## src/rtl/adder_result_stage_pkg.sv

```systemverilog
// Shared constants for the adder result stage and any ALU consumer of its flags.
package adder_result_stage_pkg;

  // Bit positions inside the 4-bit {V, C, N, Z} flag vector.
  localparam int FLAG_V = 3;
  localparam int FLAG_C = 2;
  localparam int FLAG_N = 1;
  localparam int FLAG_Z = 0;

  // Skid buffer occupancy states.
  typedef logic [1:0] state_t;
  localparam logic [1:0] ST_EMPTY = 2'd0;  // neither entry valid
  localparam logic [1:0] ST_ONE   = 2'd1;  // main valid
  localparam logic [1:0] ST_FULL  = 2'd2;  // main and skid valid

endpackage

```

## src/rtl/adder_result_stage_if.sv

```systemverilog
// Bus bundle between the adder, the result stage and its downstream consumer.
//
// Handshake: a transfer happens on a rising clk edge where valid and ready are
// both 1. The producer holds valid and its data stable until that edge; ready
// may change freely and never depends combinationally on valid.
interface adder_result_stage_if #(
  parameter int WIDTH = 32
);
  logic             in_valid;
  logic             in_ready;
  logic [WIDTH-1:0] inA;
  logic [WIDTH-1:0] inB;
  logic [WIDTH-1:0] sum;
  logic             cout;
  logic             out_valid;
  logic             out_ready;
  logic [WIDTH-1:0] out_sum;
  logic [3:0]       out_flags;
  logic [15:0]      out_count;

  // Stage side.
  modport slave (
    input  in_valid, inA, inB, sum, cout, out_ready,
    output in_ready, out_valid, out_sum, out_flags, out_count
  );

  // Environment side: drives the adder result, consumes the stage output.
  modport master (
    output in_valid, inA, inB, sum, cout, out_ready,
    input  in_ready, out_valid, out_sum, out_flags, out_count
  );
endinterface

```

## src/rtl/adder_result_stage_flag_gen.sv

```systemverilog
// Combinational {V, C, N, Z} flag generation from an adder's operands and result.
module alu_flag_gen
  import adder_result_stage_pkg::*;
#(
  parameter int WIDTH = 32
) (
  input  logic [WIDTH-1:0] inA,
  input  logic [WIDTH-1:0] inB,
  input  logic [WIDTH-1:0] sum,
  input  logic             cout,
  output logic [3:0]       flags
);

  // Signed overflow: operands share a sign and the sum's sign differs from it.
  always_comb begin
    flags         = '0;
    flags[FLAG_Z] = (sum == '0);
    flags[FLAG_N] = sum[WIDTH-1];
    flags[FLAG_C] = cout;
    flags[FLAG_V] = (inA[WIDTH-1] == inB[WIDTH-1]) && (sum[WIDTH-1] != inA[WIDTH-1]);
  end

endmodule

```

## src/rtl/adder_result_stage.sv

```systemverilog
// Registered adder result stage: two-entry skid buffer carrying sum and flags,
// plus a count of delivered results. in_ready is a flop so out_ready never
// reaches the upstream combinationally.
module adder_result_stage
  import adder_result_stage_pkg::*;
#(
  parameter int WIDTH = 32
) (
  input  logic                 clk,
  input  logic                 rst,
  adder_result_stage_if.slave  bus,
  output logic [1:0]           fsm_state
);

  state_t           state;
  state_t           state_next;
  logic             in_ready_q;
  logic [WIDTH-1:0] main_sum;
  logic [3:0]       main_flags;
  logic [WIDTH-1:0] skid_sum;
  logic [3:0]       skid_flags;
  logic [3:0]       in_flags;
  logic [15:0]      count;
  logic             in_xfer;
  logic             out_xfer;
  logic             load_main_in;
  logic             load_main_skid;
  logic             load_skid;

  // Flags are derived once, from the result being accepted.
  alu_flag_gen #(.WIDTH(WIDTH)) u_flag_gen (
    .inA   (bus.inA),
    .inB   (bus.inB),
    .sum   (bus.sum),
    .cout  (bus.cout),
    .flags (in_flags)
  );

  assign in_xfer  = bus.in_valid && in_ready_q;
  assign out_xfer = (state != ST_EMPTY) && bus.out_ready;

  // Entry load enables decoded from state and the two transfers.
  assign load_main_in   = in_xfer && ((state == ST_EMPTY) || ((state == ST_ONE) && out_xfer));
  assign load_main_skid = (state == ST_FULL) && out_xfer;
  assign load_skid      = (state == ST_ONE) && in_xfer && !out_xfer;

  // Occupancy transitions.
  always_comb begin
    state_next = state;
    case (state)
      ST_EMPTY: if (in_xfer) state_next = ST_ONE;
      ST_ONE: begin
        if (in_xfer && !out_xfer)      state_next = ST_FULL;
        else if (!in_xfer && out_xfer) state_next = ST_EMPTY;
      end
      ST_FULL:  if (out_xfer) state_next = ST_ONE;
      default:  state_next = ST_EMPTY;
    endcase
  end

  // Control state: occupancy, registered ready, delivered-result counter.
  always_ff @(posedge clk) begin
    if (rst) begin
      state      <= ST_EMPTY;
      in_ready_q <= 1'b1;
      count      <= '0;
    end else begin
      state      <= state_next;
      in_ready_q <= (state_next != ST_FULL);
      if (out_xfer) count <= count + 16'd1;
    end
  end

  // Datapath entries: main feeds the outputs, skid absorbs one extra result.
  always_ff @(posedge clk) begin
    if (rst) begin
      main_sum   <= '0;
      main_flags <= '0;
      skid_sum   <= '0;
      skid_flags <= '0;
    end else begin
      if (load_main_in) begin
        main_sum   <= bus.sum;
        main_flags <= in_flags;
      end else if (load_main_skid) begin
        main_sum   <= skid_sum;
        main_flags <= skid_flags;
      end
      if (load_skid) begin
        skid_sum   <= bus.sum;
        skid_flags <= in_flags;
      end
    end
  end

  assign bus.in_ready  = in_ready_q;
  assign bus.out_valid = (state != ST_EMPTY);
  assign bus.out_sum   = main_sum;
  assign bus.out_flags = main_flags;
  assign bus.out_count = count;
  assign fsm_state     = state;

endmodule

```

## src/flat_wrapper.sv

```systemverilog
// flat-port wrapper written by rule: the top's interface ports become plain ports
module adder_result_stage_flat import adder_result_stage_pkg::*;
#(
  parameter int WIDTH = 32
)
  (clk, rst, fsm_state, bus_in_valid, bus_inA, bus_inB, bus_sum, bus_cout, bus_out_ready, bus_in_ready, bus_out_valid, bus_out_sum, bus_out_flags, bus_out_count);
  adder_result_stage_if #(.WIDTH(WIDTH)) bus_i ();
  input  logic clk;
  input  logic rst;
  output logic [1:0] fsm_state;
  input wire logic [$bits(bus_i.in_valid)-1:0] bus_in_valid;
  input wire logic [$bits(bus_i.inA)-1:0] bus_inA;
  input wire logic [$bits(bus_i.inB)-1:0] bus_inB;
  input wire logic [$bits(bus_i.sum)-1:0] bus_sum;
  input wire logic [$bits(bus_i.cout)-1:0] bus_cout;
  input wire logic [$bits(bus_i.out_ready)-1:0] bus_out_ready;
  output wire logic [$bits(bus_i.in_ready)-1:0] bus_in_ready;
  output wire logic [$bits(bus_i.out_valid)-1:0] bus_out_valid;
  output wire logic [$bits(bus_i.out_sum)-1:0] bus_out_sum;
  output wire logic [$bits(bus_i.out_flags)-1:0] bus_out_flags;
  output wire logic [$bits(bus_i.out_count)-1:0] bus_out_count;
  assign bus_i.in_valid = bus_in_valid;
  assign bus_i.inA = bus_inA;
  assign bus_i.inB = bus_inB;
  assign bus_i.sum = bus_sum;
  assign bus_i.cout = bus_cout;
  assign bus_i.out_ready = bus_out_ready;
  assign bus_in_ready = bus_i.in_ready;
  assign bus_out_valid = bus_i.out_valid;
  assign bus_out_sum = bus_i.out_sum;
  assign bus_out_flags = bus_i.out_flags;
  assign bus_out_count = bus_i.out_count;
  adder_result_stage #(.WIDTH(WIDTH)) u_core (.clk(clk), .rst(rst), .bus(bus_i), .fsm_state(fsm_state));
endmodule
```

## config.mk

```make
export PLATFORM = sky130hd
export DESIGN_NAME = adder_result_stage_flat
export DESIGN_NICKNAME = d
export VERILOG_FILES = /design/src/rtl/adder_result_stage_pkg.sv /design/src/rtl/adder_result_stage_if.sv /design/src/rtl/adder_result_stage_flag_gen.sv /design/src/rtl/adder_result_stage.sv /design/src/flat_wrapper.sv
export SDC_FILE = /design/constraint.sdc
export NUM_CORES = 1
export LEC_CHECK = 0
export CORE_MARGIN = 3
export CORE_UTILIZATION = 41
export CTS_BUF_LIST = sky130_fd_sc_hd__clkbuf_4 sky130_fd_sc_hd__clkbuf_8
export CTS_CLUSTER_SIZE = 16
export DETAILED_ROUTE_END_ITERATION = 7
export HOLD_SLACK_MARGIN = 0.08
export MAX_ROUTING_LAYER = met4
export PLACE_DENSITY_LB_ADDON = 0.25
export SLEW_MARGIN = 25
export SYNTH_ARGS = -nofsm -noshare
export SYNTH_HDL_FRONTEND = slang
export SYNTH_HIERARCHICAL = 1
export SYNTH_SLANG_ARGS = --single-unit
```

## constraint.sdc

```tcl
create_clock -name clk -period 1.8 [get_ports clk]
set_clock_uncertainty 0.1 [all_clocks]
set_input_delay 0.45 -clock clk [delete_from_list [all_inputs] [get_ports clk]]
set_output_delay 0.45 -clock clk [all_outputs]
set_load 0.03 [all_outputs]
```

# [Yosys cells after proc, flatten, opt, wreduce, memory -nomap -nowiden]
# Index checks and enable logic that the tools add are counted.
[word_totals] regBits=91 inputBits=101 output_inout_bits=56 elab_cells=39
[classes] add_sub_neg=1 n_eq_ne=5 mux=9 reduce_logical=17
[op_table] operator="$mux 32" count=2
[op_table] operator="$logic_not 32->1" count=1
[op_table] operator="$add 16x1->16 const B" count=1
[op_table] operator="$logic_and 1x1->1" count=10
[op_table] operator="$mux 2" count=4
[op_table] operator="$mux 4" count=2
[op_table] operator="$pmux 2 s3" count=1
[op_table] operator="$reduce_bool 2->1" count=2
[op_table] operator="$eq 2x1->1 const B" count=1
[op_table] operator="$eq 2x2->1 const B" count=1
[op_table] operator="$logic_not 1->1" count=2
[op_table] operator="$logic_not 2->1" count=1
[op_table] operator="$ne 2x2->1 const B" count=1
[op_table] operator="$eq 1x1->1" count=1
[op_table] operator="$logic_or 1x1->1" count=1
[op_table] operator="$ne 1x1->1" count=1

# [Logic depth before layout (Yosys ltp)]
# Gate-level depths: netlist (run 1).
[depth] depth_word=7 ltp_mapped=7 mapped_depth_nobuf=5

# [Modules after synthesis]
# Netlist (run 1), hierarchy kept.
[modules_own_cells] module="adder_result_stage" n_inst=1 cells_each=417 area_each_um2=3828.7 seq_area_each_um2=1821.7
[modules_own_cells] module="alu_flag_gen" n_inst=1 cells_each=17 area_each_um2=110.1 seq_area_each_um2=0.0

# [Worst setup path before layout (run 1)]
# No wires, ideal clock.
[synth_timing] path_kind="register to register" start="reg u_core.state[1] (netlist: u_core/fsm_state[1])" end="reg u_core.count[13] (netlist: u_core/bus.out_count[13])" setup_ps=121 arrival_ps=1638 required_time_ps=1579 path_slack_ps=-59 path_stages_with_launch=6 n_path_buf=1 synth_period_minus_slack_ps=1859 path_cell_list="dfxtp_1 -> buf_6 -> o21ai_2 -> nor4_2 -> and3_1 -> mux2_4"
[synth_between] elab_chain_len=2
[synth_rtl] item="from (decl)" line="adder_result_stage.sv:15" rtl="state_t state;"
[synth_rtl] item="from (signal assigned)" line="adder_result_stage.sv:68" rtl="state <= state_next;"
[synth_rtl] item="$reduce_bool 2->1" line="adder_result_stage.sv:40" rtl="assign out_xfer = (state != ST_EMPTY) && bus.out_ready;"
[synth_rtl] item="$logic_and 1x1->1" line="adder_result_stage.sv:40"
[synth_rtl] item="to (signal assigned)" line="adder_result_stage.sv:70" rtl="if (out_xfer) count <= count + 16'd1;"
[synth_rtl] item="to (decl)" line="adder_result_stage.sv:23" rtl="logic [15:0] count;"
# No other way between the ends.
# A chain may end at the register's enable or synchronous reset.

# [Final worst setup path (run 1)]
[layout_timing] start="reg u_core.state[1] (netlist: u_core/fsm_state[1])" end="out fsm_state[1]"
[layout_lines] item="to (decl)" line="flat_wrapper.sv:10" rtl="output logic [1:0] fsm_state;"
# No word-level cell between the ends.

==> metrics, run 1 <==
outcome=finished, final reports clean; maxcap violations=0; Clock Path Buffers=2; Area growth, synth to finish=39.4%; Die Height=104 um; Final Net Count=666; top cell type's share of synthesized area=0.463; die area=0.0108 mm2; P_leak=around 0.0025 uW; Slew Viols, Final=0; global-route usage over all layers=0.184; period utilization=0.964; Setup violations, final=0; router iterations before antenna repair=4; commonest non-fill, non-tap cell in the layout=dfxtp_1; layout cell share with drive strength beyond 1=0.178; Buffers on Ports=94; gpl congestion=between 0.8 and 0.9; Main synth FF type=dfxtp_1; clk sinks=91; area leader, netlist=dfxtp_1; row count=35; core box area=just over 0.009 mm2; Post-Synth Simple-Gate Area=0.205; final WL=9.70 mm; post-placement cell count=roughly 700; Cell Chain, Critical Path=buf_4 > clkdlybuf4s15_1; crit path buf inv count=2; Final TNS setup=0 ns; Max VDD drop=420 uV; PD cells=784 mW/mm2; post-CTS setup buffers=0; per-cell routed wire length=13.9 um; CTS root buffer=clkbuf_8; xor/xnor share of the synthesized area=0.0267; Post-Syn Area per Cell=between 9 and 10 um2; Post-synth EDFFs=0; final core utilization=0.591; critical path required time=1.25 ns; largest net degree at the start of global routing=47; DIE WIDTH=104 um; first-pass GRT wire length=16.1 mm; count of final hold-check violations=0; multiplexer share of the synthesized area=0.104; top-level port count=157; Worst-Margin Slew=0.389 ns; CP max stage cell=clkdlybuf4s15_1; # hold bufs at CTS=0; Hold WC Path Type=reg -> reg; Post-Syn Nets=536; most frequent cells in the layout=dfxtp_1 (86), nand2_1 (77), nor2_1 (56), dlygate4sd2_1 (51), buf_4 (49); final std cells w/o fill=about 700; Routed Antenna Nets=0; delay-heaviest family, CP=buffers and inverters; clock transition at the registers of the reported paths=0.08 ns; Setup CP Type=reg -> out; post-DP HPWL=6.80 mm; DRT iter0 DRCs=~140; main combinational cell family by area after synthesis=simple AND/OR/NAND/NOR gates; highest clock rate=0.576 GHz; Post-Syn Instances=434; flops & latches, synth=91; Yosys cell types=40; htree depth=3; post-layout min period=roughly 1.7 ns; top post-synthesis cells by area=dfxtp_1 (46%), mux2i_1 (9.4%), nand2_1 (7.3%), a211oi_1 (6.9%), nor2_1 (5.3%); crit-path max cell delay=roughly 0.37 ns; Worst Setup End Kind=primary output; DR vias/cell=4.92; critical path peak fanout=5; critical path arrival=1.19 ns; total CTS buffers=9; DRC viols=0; clock latency on the worst-skew pair=0.34 ns; synthesized area=~0.0039 mm2; Remaining Overflow, GRT=0; Post-synth ARST share=0; adder-cell share of the synthesized area=0.00318; vias in the first global route=3,374; post-synthesis sequential area ratio=0.463; Ys Warns=6; worst rel slew slack=0.740; antenna violations before repair=0; Synth Area in Compound Gates=0.133; diode count=0; Via Count=around 3,400; startpoint types=register; initial core utilization=0.424; CTS tree=yes
[through the flow]
| step | hold slack [ns] | setup WS (ns) | cell area, um2 | total power [uW] |
|---|---|---|---|---|
| 2_1_floorplan | 0.336 | 0.00111 | 3950 | 2660 |
| 3_3_place_gp | 0.341 | -0.437 | 5330 | 3060 |
| 3_5_place_dp | 0.347 | -0.427 | 5330 | 3080 |
| 4_1_cts | 0.359 | -0.0286 | 5470 | 4360 |
| 5_1_grt | 0.371 | -0.000864 | 5490 | 4520 |
| 6_report | 0.356 | 0.0642 | 5490 | 4300 |
[power by group]
part / switching, uW / leakage (uW) / internal [uW]
clock: 704 / 0.0000988 / 623
combinational: 461 / 0.00163 / 345
sequential: 54.3 / 0.000746 / 2120
[routing by layer]
metal | up-vias | routed length (um) | track usage
li1 | 1755 | - | -
met1 | 1588 | 4400 | 0.232
met2 | 81 | 4610 | 0.297
met3 | 12 | 548 | 0.0348
met4 | 0 | 133 | 0.0627
met5 | - | 0 | -
[logic make-up (layout without fill, tap and decap cells)]
| logic type | count (synthesis) | count (layout) |
|---|---|---|
| compound gates | 80 | 80 |
| xor+xnor | 12 | 12 |
| fa+ha+maj | 1 | 1 |
| buf+inv | 37 | 172 |
| flops | 91 | 91 |
| mux | 40 | 40 |
| simple gates | 173 | 173 |
[worst paths after layout]
kind / startpoint / end / slack [ns] / depth (start not counted)
setup / recovery: u_core/fsm_state[1]$_SDFF_PP0_ / fsm_state[1] / 0.06 / 2
hold / removal: u_core/skid_sum[11]$_SDFFE_PP0P_ / u_core/skid_sum[11]$_SDFFE_PP0P_ / 0.36 / 2
setup reg to reg: u_core/fsm_state[1]$_SDFF_PP0_ / u_core/bus.out_sum[7]$_SDFFE_PP0P_ / 0.09 / 7
hold reg to reg: u_core/skid_sum[11]$_SDFFE_PP0P_ / u_core/skid_sum[11]$_SDFFE_PP0P_ / 0.36 / 2
[tightest hold or removal path: cells and delay by family, from the launching register on]
kind,cells,cell delay [ns]
AO/OA/AOI/OAI,1,0.05
AND/OR/NAND/NOR,1,0.05
flip-flops,1,0.31
[Yosys cell counts, types with 6 or more instances]
library cell  count
dfxtp_1          91
nand2_1          77
nor2_1           56
a21oi_1          38
mux2i_1          37
a211oi_1         36
clkbuf_1         10
xnor2_1          10
nor4_1            9
buf_2             8
nand3_1           6
[flip-flops by register name, indices dropped and copies added, names as in the netlist]
register,cells
u_core/bus.out_flags,4
u_core/bus.out_count,16
u_core/bus.in_ready,1
u_core/bus.out_sum,32
u_core/fsm_state,2
u_core/skid_sum,32
u_core/skid_flags,4
[what timing repair did]
item                       CTS  global route
pin swaps                    1             4
cloned                       0             0
setup endpoints to repair   58            52
gates resized for setup     60            13
[layout make-up]
| cell class | instances | area (um2) |
|---|---|---|
| Timing Repair Buffer | 151 | 1400 |
| Clock buffer | 12 | 165 |
| Sequential cell | 91 | 1830 |
| Fill cell | 870 | 3790 |
| Inverter | 5 | 18.8 |
| Clock inverter | 4 | 33.8 |
| Tap cell | 129 | 161 |
| Multi-Input combinational cell | 306 | 1890 |
(Power assumes the default switching activity.)
==> run 2: changes to the inputs <==
Settings changed: CORE_UTILIZATION 41 to 48.
Clock period 1.8 ns to 2.1 ns, I/O delays scaled along.
==> metrics, run 2 (synthesized netlist as in run 1, its figures left out) <==
outcome=finished, final reports clean; Area growth, synth to finish=35.4%; period utilization=0.967; PD cells=692 mW/mm2 (-12%); Final Net Count=646 (-3.0%); Remaining Overflow, GRT=0 (unchanged); crit-path max cell delay=0.68 ns (+0.31 ns); highest clock rate=0.492 GHz; per-cell routed wire length=14.6 um (+4.8%); DR vias/cell=5.29 (+7.5%); final core utilization=0.679 (+0.0880); DRT iter0 DRCs=108 (-21%); largest net degree at the start of global routing=41 (-13%); CTS tree=yes; Max VDD drop=347 uV (-17%); post-CTS setup buffers=0 (unchanged); commonest non-fill, non-tap cell in the layout=dfxtp_1; delay-heaviest family, CP=buffers and inverters; Hold WC Path Type=reg -> reg; layout cell share with drive strength beyond 1=0.129 (-0.0482); Routed Antenna Nets=0 (unchanged); startpoint types=register; Clock Path Buffers=2 (unchanged); router iterations before antenna repair=5 (+1); DP Area=0.00513 mm2 (-3.6%); DIE WIDTH=96.6 um (-7.1%); clock latency on the worst-skew pair=0.36 ns (+0.02 ns); first-pass GRT wire length=15.1 mm (-6.0%); clk sinks=91 (unchanged); Setup violations, final=0 (unchanged); crit path buf inv count=1 (-1); Power, Total=3690 uW (-14%); antenna violations before repair=0 (unchanged); htree depth=3 (unchanged); critical path arrival=1.41 ns (+0.22 ns); Die Height=96.6 um (-7.1%); CP max stage cell=clkdlybuf4s50_1; post-placement cell count=635 (-6.9%); Fillers=666 (-23%); Via Count=3,446 (+0.29%); CTS root buffer=clkbuf_8; DRC viols=0 (unchanged); top-level port count=157 (unchanged); most frequent cells in the layout=dfxtp_1 (91), nand2_1 (77), clkdlybuf4s50_1 (76), nor2_1 (56), a21oi_1 (38); core box area=0.00785 mm2 (-15%); P_leak=0.00231 uW (-6.8%); count of final hold-check violations=0 (unchanged); post-route cell area=0.00533 mm2 (-2.9%); Worst Setup End Kind=primary output; Setup CP Type=reg -> out; Buffers on Ports=94 (unchanged); post-layout min period=2.03 ns; initial core utilization=0.502 (+0.0777); die area=0.00933 mm2 (-14%); RSZ-0062 raised after global routing=false; global-route usage over all layers=0.213 (+0.0292); Worst-Margin Slew=0.370 ns (-0.0192 ns); register cell area after layout=0.00182 mm2 (-0.34%); row count=32 (-8.6%); gpl congestion=0.843 (+3.4%); # hold bufs at CTS=0 (unchanged); area of the multi-input gates=0.00185 mm2 (-1.7%); final WL=9.48 mm (-2.3%); clock transition at the registers of the reported paths=0.09 ns (about the same); Final TNS setup=0 ns (unchanged); worst rel slew slack=0.753 (+0.0128); final std cells w/o fill=651 (-6.7%); Slew Viols, Final=0 (unchanged); critical path required time=1.47 ns (+0.22 ns); critical path peak fanout=2 (-3); diode count=0 (unchanged); maxcap violations=0 (unchanged); vias in the first global route=3,341 (-0.98%); Cell Chain, Critical Path=clkdlybuf4s50_1; total CTS buffers=9 (unchanged); post-DP HPWL=6.66 mm (-2.1%)
run 2: timing repair:
action	4_1_cts	5_1_grt
cloned	0	0
hold endpoints to repair	0	0
resized for setup	8	8
setup endpoints to repair	8	8
run 2: worst paths after layout:
| path | startpoint | to | slack [ns] | cells after the start |
|---|---|---|---|---|
| setup reg to reg | u_core/bus.out_count[3]$_SDFFE_PP0P_ | u_core/bus.out_count[13]$_SDFFE_PP0P_ | 0.37 | 4 |
| hold / removal | u_core/skid_sum[2]$_SDFFE_PP0P_ | u_core/skid_sum[2]$_SDFFE_PP0P_ | 0.36 | 2 |
| setup / recovery | u_core/bus.out_sum[21]$_SDFFE_PP0P_ | bus_out_sum[21] | 0.07 | 1 |
| hold reg to reg | u_core/skid_sum[2]$_SDFFE_PP0P_ | u_core/skid_sum[2]$_SDFFE_PP0P_ | 0.36 | 2 |
run 2: layout make-up:
cell class,count,area share
clock inverters,5,0.00681
clock buffers,11,0.0284
well taps,102,0.0239
repair buffers,131,0.248
multi-input cells,306,0.348
inverters,5,0.00352
flip-flops and latches,91,0.342
run 2: where the power goes:
group	switching, uW	internal, uW
Combinational	391	332
Sequential	48.3	1810
Clock	610	497
run 2: worst reg2reg max path, stage by stage (launching register included):
cell and delay (ns):
dfxtp_1 0.49, nand4_4 0.19, nor4_2 0.34, and3_1 0.22, mux2_4 0.30
run 2: layer usage:
layer	vias to the layer above	track usage	routed length, um
li1	1716	-	-
met3	18	0.0558	577
met1	1611	0.250	4110
met2	101	0.352	4610
met5	-	-	0
met4	0	0.0794	179
run 2: metrics by stage:
step,hold slack (ns),setup slack [ns]
floorplan,0.336,0.241
global placement,0.340,-0.127
detailed placement,0.346,-0.161
CTS,0.358,0.000135
global route,0.372,0.0110
finish,0.358,0.0687
